## config.mk

```make
export PLATFORM = sky130hd
export DESIGN_NAME = des_out_buf
export DESIGN_NICKNAME = d
export VERILOG_FILES = /design/src/rtl/des_out_buf.sv
export SDC_FILE = /design/constraint.sdc
export NUM_CORES = 2
export LEC_CHECK = 0
export CORE_MARGIN = 5
export CORE_UTILIZATION = 50
export DETAILED_ROUTE_END_ITERATION = 16
export PLACE_DENSITY_LB_ADDON = 0.25
export SLEW_MARGIN = 20
export SYNTH_ARGS = -nofsm -noshare
export SYNTH_HDL_FRONTEND = slang
export SYNTH_SLANG_ARGS = --single-unit
```

## constraint.sdc

```tcl
create_clock -name clk_i -period 6.8 [get_ports clk_i]
set_input_delay 1.36 -clock clk_i [delete_from_list [all_inputs] [get_ports clk_i]]
set_output_delay 1.36 -clock clk_i [all_outputs]
set_load 0.02 [all_outputs]
```

## src/rtl/des_out_buf.sv

```systemverilog
// Output buffer for a DES core: stores 64-bit result blocks and serialises them as 32-bit words, with credit-based issue control.
// Optional sticky overflow flag when DES_OUT_BUF_OVF_EN is defined.
module des_out_buf #(
    parameter int unsigned DEPTH = 32
) (
    input  logic                     clk_i,
    input  logic                     reset_i,
    input  logic                     issue_i,
    output logic                     accept_o,
    input  logic [0:63]              data_i,
    input  logic                     valid_i,
    output logic [0:31]              word_o,
    output logic                     word_valid_o,
    input  logic                     word_ready_i,
    output logic [$clog2(DEPTH):0]   level_o,
    output logic                     ovf_o
);

    localparam int unsigned AW = $clog2(DEPTH);
    localparam int unsigned LW = AW + 1;

    typedef enum logic {
        PH_HI = 1'b0,
        PH_LO = 1'b1
    } phase_t;

    phase_t          phase_q, phase_d;
    logic [0:63]     mem [DEPTH];
    logic [0:63]     head;
    logic [AW-1:0]   rd_ptr_q, wr_ptr_q;
    logic [LW-1:0]   level_q, infl_q;
    logic            full, xfer, pop, push, drop;

    // Handshake decode from registered state
    always_comb begin
        full         = (level_q == LW'(DEPTH));
        word_valid_o = (level_q != '0);
        xfer         = word_valid_o && word_ready_i;
        pop          = xfer && (phase_q == PH_LO);
        push         = valid_i && (!full || pop);
        drop         = valid_i && full && !pop;
    end

    // Phase FSM: next state and word select
    always_comb begin
        phase_d = phase_q;
        head    = mem[rd_ptr_q];
        word_o  = head[0:31];
        if (phase_q == PH_LO) begin
            word_o = head[32:63];
        end
        if (xfer) begin
            phase_d = (phase_q == PH_HI) ? PH_LO : PH_HI;
        end
    end

    always_ff @(posedge clk_i) begin
        if (reset_i) begin
            phase_q <= PH_HI;
        end else begin
            phase_q <= phase_d;
        end
    end

    // Block storage is not reset; only pointers and level define validity
    always_ff @(posedge clk_i) begin
        if (push) begin
            mem[wr_ptr_q] <= data_i;
        end
    end

    always_ff @(posedge clk_i) begin
        if (reset_i) begin
            rd_ptr_q <= '0;
            wr_ptr_q <= '0;
            level_q  <= '0;
        end else begin
            if (push) wr_ptr_q <= wr_ptr_q + AW'(1);
            if (pop)  rd_ptr_q <= rd_ptr_q + AW'(1);
            case ({push, pop})
                2'b10:   level_q <= level_q + LW'(1);
                2'b01:   level_q <= level_q - LW'(1);
                default: level_q <= level_q;
            endcase
        end
    end

    // Blocks issued to the core but not yet returned; saturates on protocol violation
    always_ff @(posedge clk_i) begin
        if (reset_i) begin
            infl_q <= '0;
        end else if (issue_i && !valid_i) begin
            if (infl_q != LW'(DEPTH)) infl_q <= infl_q + LW'(1);
        end else if (valid_i && !issue_i) begin
            if (infl_q != '0) infl_q <= infl_q - LW'(1);
        end
    end

    always_comb begin
        level_o  = level_q;
        accept_o = (({1'b0, level_q} + {1'b0, infl_q}) < (LW + 1)'(DEPTH));
    end

`ifdef DES_OUT_BUF_OVF_EN
    logic ovf_q;

    always_ff @(posedge clk_i) begin
        if (reset_i) begin
            ovf_q <= 1'b0;
        end else if (drop) begin
            ovf_q <= 1'b1;
        end
    end

    assign ovf_o = ovf_q;
`else
    assign ovf_o = 1'b0;
`endif

endmodule

```

==> impl_metrics.toml <==
[sta]
setup_viol = 0
rsz0062_at_grt = "false"
finalCritPeriodShare_pct = 90.28
finalCriticalPeriod_ns = 6.139
worst_slew_pin_slew_ns = 1.152
slew_violations = 0
tns_ns = 0
max_freq_mhz = 162.9
clock_skew_ns = 0.04770
relSlewSlack_pct = 23.10
hold_violations = 0

[synth]
syn_inst = 3395
synthArstFlopShare_pct = 0
yosys_warnings = 0
ys_seq_area_share_pct = 78.60
syn_nets = 3485
yosysUniqueCellTypes = 53
avgSynthCellArea_um2 = 23.26
synth_area_mm2 = 0.07895
synth_seq_cells = 2076
ys.flop_type = "edfxtp_1"
synth_edf_count = 2048

[clock_network]
cts_resized = 0
cts_sinks = 2076
htreeDepth = 4
clk_latency_ns = 0.85
root_buffer = "clkbuf_16"
cts_tree = "built"
clk_pin_slew_ns = 0.06
clockBufferDepth = 3
ctsHoldBuffers = 0
numCtsBuffers = 198
cts_setup_buffers = 0

[power]
vdd_drop_max_v = 0.0001964
power_density_mw_per_mm2 = 295.8
leakage_nw = 26.99
design_power_total_mw = 26.41

[worst_setup_path]
cpPeakStageDelay_ns = 0.77
path_class = "reg2out"
r2r_cells = 6
startpoint_type = "register"
crit_required_ns = 5.44
endpoint_kind = "output port"
cp_max_fo = 56
critPathTopFamily = "buffers and inverters"
arrival_ns = 4.78
crit_cells = 7
crit_chain = "buf_4 > mux4_2 > o22ai_1 > nor2_1 > a21oi_1 > a221oi_1 > clkdlybuf4s50_1"
worst-path-buf-inv = 2
cpMaxStageDelayCell = "a221oi_1"

[worst_hold_path]
whs_path_depth = 2
min_path_type = "reg2reg"

[drt]
dr_total_vias = 37277
wl_per_cell_um = 32.64
drc_errors = 0
drtIter0Drc = 4558
viasPerCell = 6.366
wl_um = 191100
dr.pass1.iters = 5
antenna_left = 0

[floorplanning]
core-area_mm2 = 0.1566
die_h_um = 407.4
fp.dieArea_mm2 = 0.1660
ioPinCount = 110
row_count = 145
fp.dieW_um = 407.4
initial_utilization_pct = 50.43

[cells_and_area]
nNetsFinal = 3720
num-fill-cells = 11180
drive_gt1_share_pct = 25.46
syn2layout_area_growth_pct = 13.07
final_core_utilization_pct = 57.02
multi_input_area_mm2 = 0.01610
regArea_mm2 = 0.06207

[global_routing]
grt_max_degree = 81
grt_overflow = 0
grt_pass1_wl_um = 274700
grt_usage_pct = 22.98
grt_pass1_vias = 37676
antenna_found_initial = 9

[placement]
place_congestion = 0.7576
port_buffers = 108
dp_hpwl_um = 103500

[flow_run]
drv_cap = 0

[run_status]
outcome = "completed"
[layer usage]
| metal | track usage (%) | wire, um | vias up | share of wire, % |
|---|---|---|---|---|
| li1 | - | - | 15144 | - |
| met1 | 32.98 | 77330 | 20145 | 40 |
| met2 | 36.55 | 92940 | 1682 | 49 |
| met3 | 4.867 | 16290 | 298 | 8.5 |
| met4 | 6.119 | 4528 | 8 | 2.4 |
| met5 | 0 | 56 | - | 0.029 |
[report_power, final]
group          total (mW)  switching [mW]  internal (mW)  leakage, nW
registers            14.2          0.0706           14.2         18.7
logic                1.58           0.900          0.678         5.29
clock network        10.6            4.65           5.94         3.02
total                26.4            5.62           20.8         27.0
[Yosys cell counts (14+ instances only)]
library cell,count,share of area (%)
nand2_1,20,0.095
buf_4,43,0.41
mux2i_1,39,0.49
nor2_1,89,0.42
buf_6,14,0.20
o221ai_1,32,0.35
a221oi_1,56,0.62
buf_2,66,0.42
o22ai_1,64,0.51
dfxtp_1,28,0.71
a22o_1,64,0.71
ha_1,19,0.30
clkbuf_1,57,0.27
edfxtp_1,2048,78
a21oi_1,139,0.88
mux4_2,512,15
[cell type report]
type / instances / share of cell area, %
tap: 2058 / 2.884
multi-input combinational: 1126 / 18.03
antenna: 4 / 0.01121
clock inverter: 111 / 1.074
timing repair buffer: 223 / 2.568
inverter: 5 / 0.02383
clock buffer: 253 / 5.876
sequential: 2076 / 69.53
[metrics by stage]
step | setup slack (ns) | instances | instance area (um^2) | hold slack, ns
floorplan | 1.664 | 3395 | 78950 | 0.4653
global placement | 1.568 | 5488 | 83100 | 0.4995
detailed placement | 1.517 | 5488 | 83100 | 0.5093
CTS | 0.5949 | 5852 | 89300 | 0.5181
global route | 0.4300 | 5852 | 89260 | 0.5302
finish | 0.6608 | 5856 | 89270 | 0.5161
[logic make-up (layout without fill, tap and decap cells)]
| group | Yosys count | after routing | share of synthesized area (%) |
|---|---|---|---|
| other | 1 | 5 | 0.004750 |
| and+or+nand+nor | 148 | 148 | 0.8589 |
| AOI/OAI and AO/OA | 386 | 386 | 3.496 |
| muxes | 554 | 554 | 15.15 |
| buffers and inverters | 193 | 592 | 1.361 |
| DFF | 2076 | 2076 | 78.60 |
| adders and majority gates | 21 | 21 | 0.3518 |
| xor gates and xnor gates | 16 | 16 | 0.1775 |
[final timing paths]
check | startpoint | end | slack (ns)
worst max-delay path | register | word_o[18] | 0.66
worst max register to register | phase_q$_SDFFE_PP0N_ | mem[9][43]$_DFFE_PP_ | 2.81
worst min register to register | infl_q[4]$_SDFFE_PP0P_ | infl_q[4]$_SDFFE_PP0P_ | 0.52
worst min-delay path | infl_q[4]$_SDFFE_PP0P_ | infl_q[4]$_SDFFE_PP0P_ | 0.52
[state kept, by name (all words and copies together) (netlist names), named ones only]
| signal | flops |
|---|---|
| mem | 2048 |
| infl_q | 6 |
| level_o | 6 |
| rd_ptr_q | 5 |
| wr_ptr_q | 5 |
| phase_q | 1 |
[placed cells by master (no fill, tap or decap), types with 4 or more instances in the layout]
master	count
a21o_1	6
a21oi_1	139
a221oi_1	56
a221oi_2	8
a22o_1	64
buf_12	31
buf_2	8
buf_4	84
bufinv_16	13
clkbuf_1	50
clkbuf_16	201
clkdlybuf4s50_1	100
clkinv_1	56
clkinv_2	27
dfxtp_1	24
diode_2	4
edfxtp_1	2048
ha_1	19
inv_1	4
inv_6	6
mux2i_1	39
mux4_2	512
nand2_1	19
nand3b_1	5
nor2_1	56
nor2_4	33
nor2b_1	4
o221ai_1	32
o22ai_1	64
or2_2	4
or3b_2	5
xnor2_1	10
xor2_1	6
[worst reg2reg max path, stage by stage, from the launching register on]
cell and delay, ns:
dfxtp_1 1.08, a21bo_2 0.28, o31a_1 0.32, nand2_1 0.52
nor2_4 0.26, buf_4 0.59, buf_4 0.57
Power figures use the tool's default switching activity.
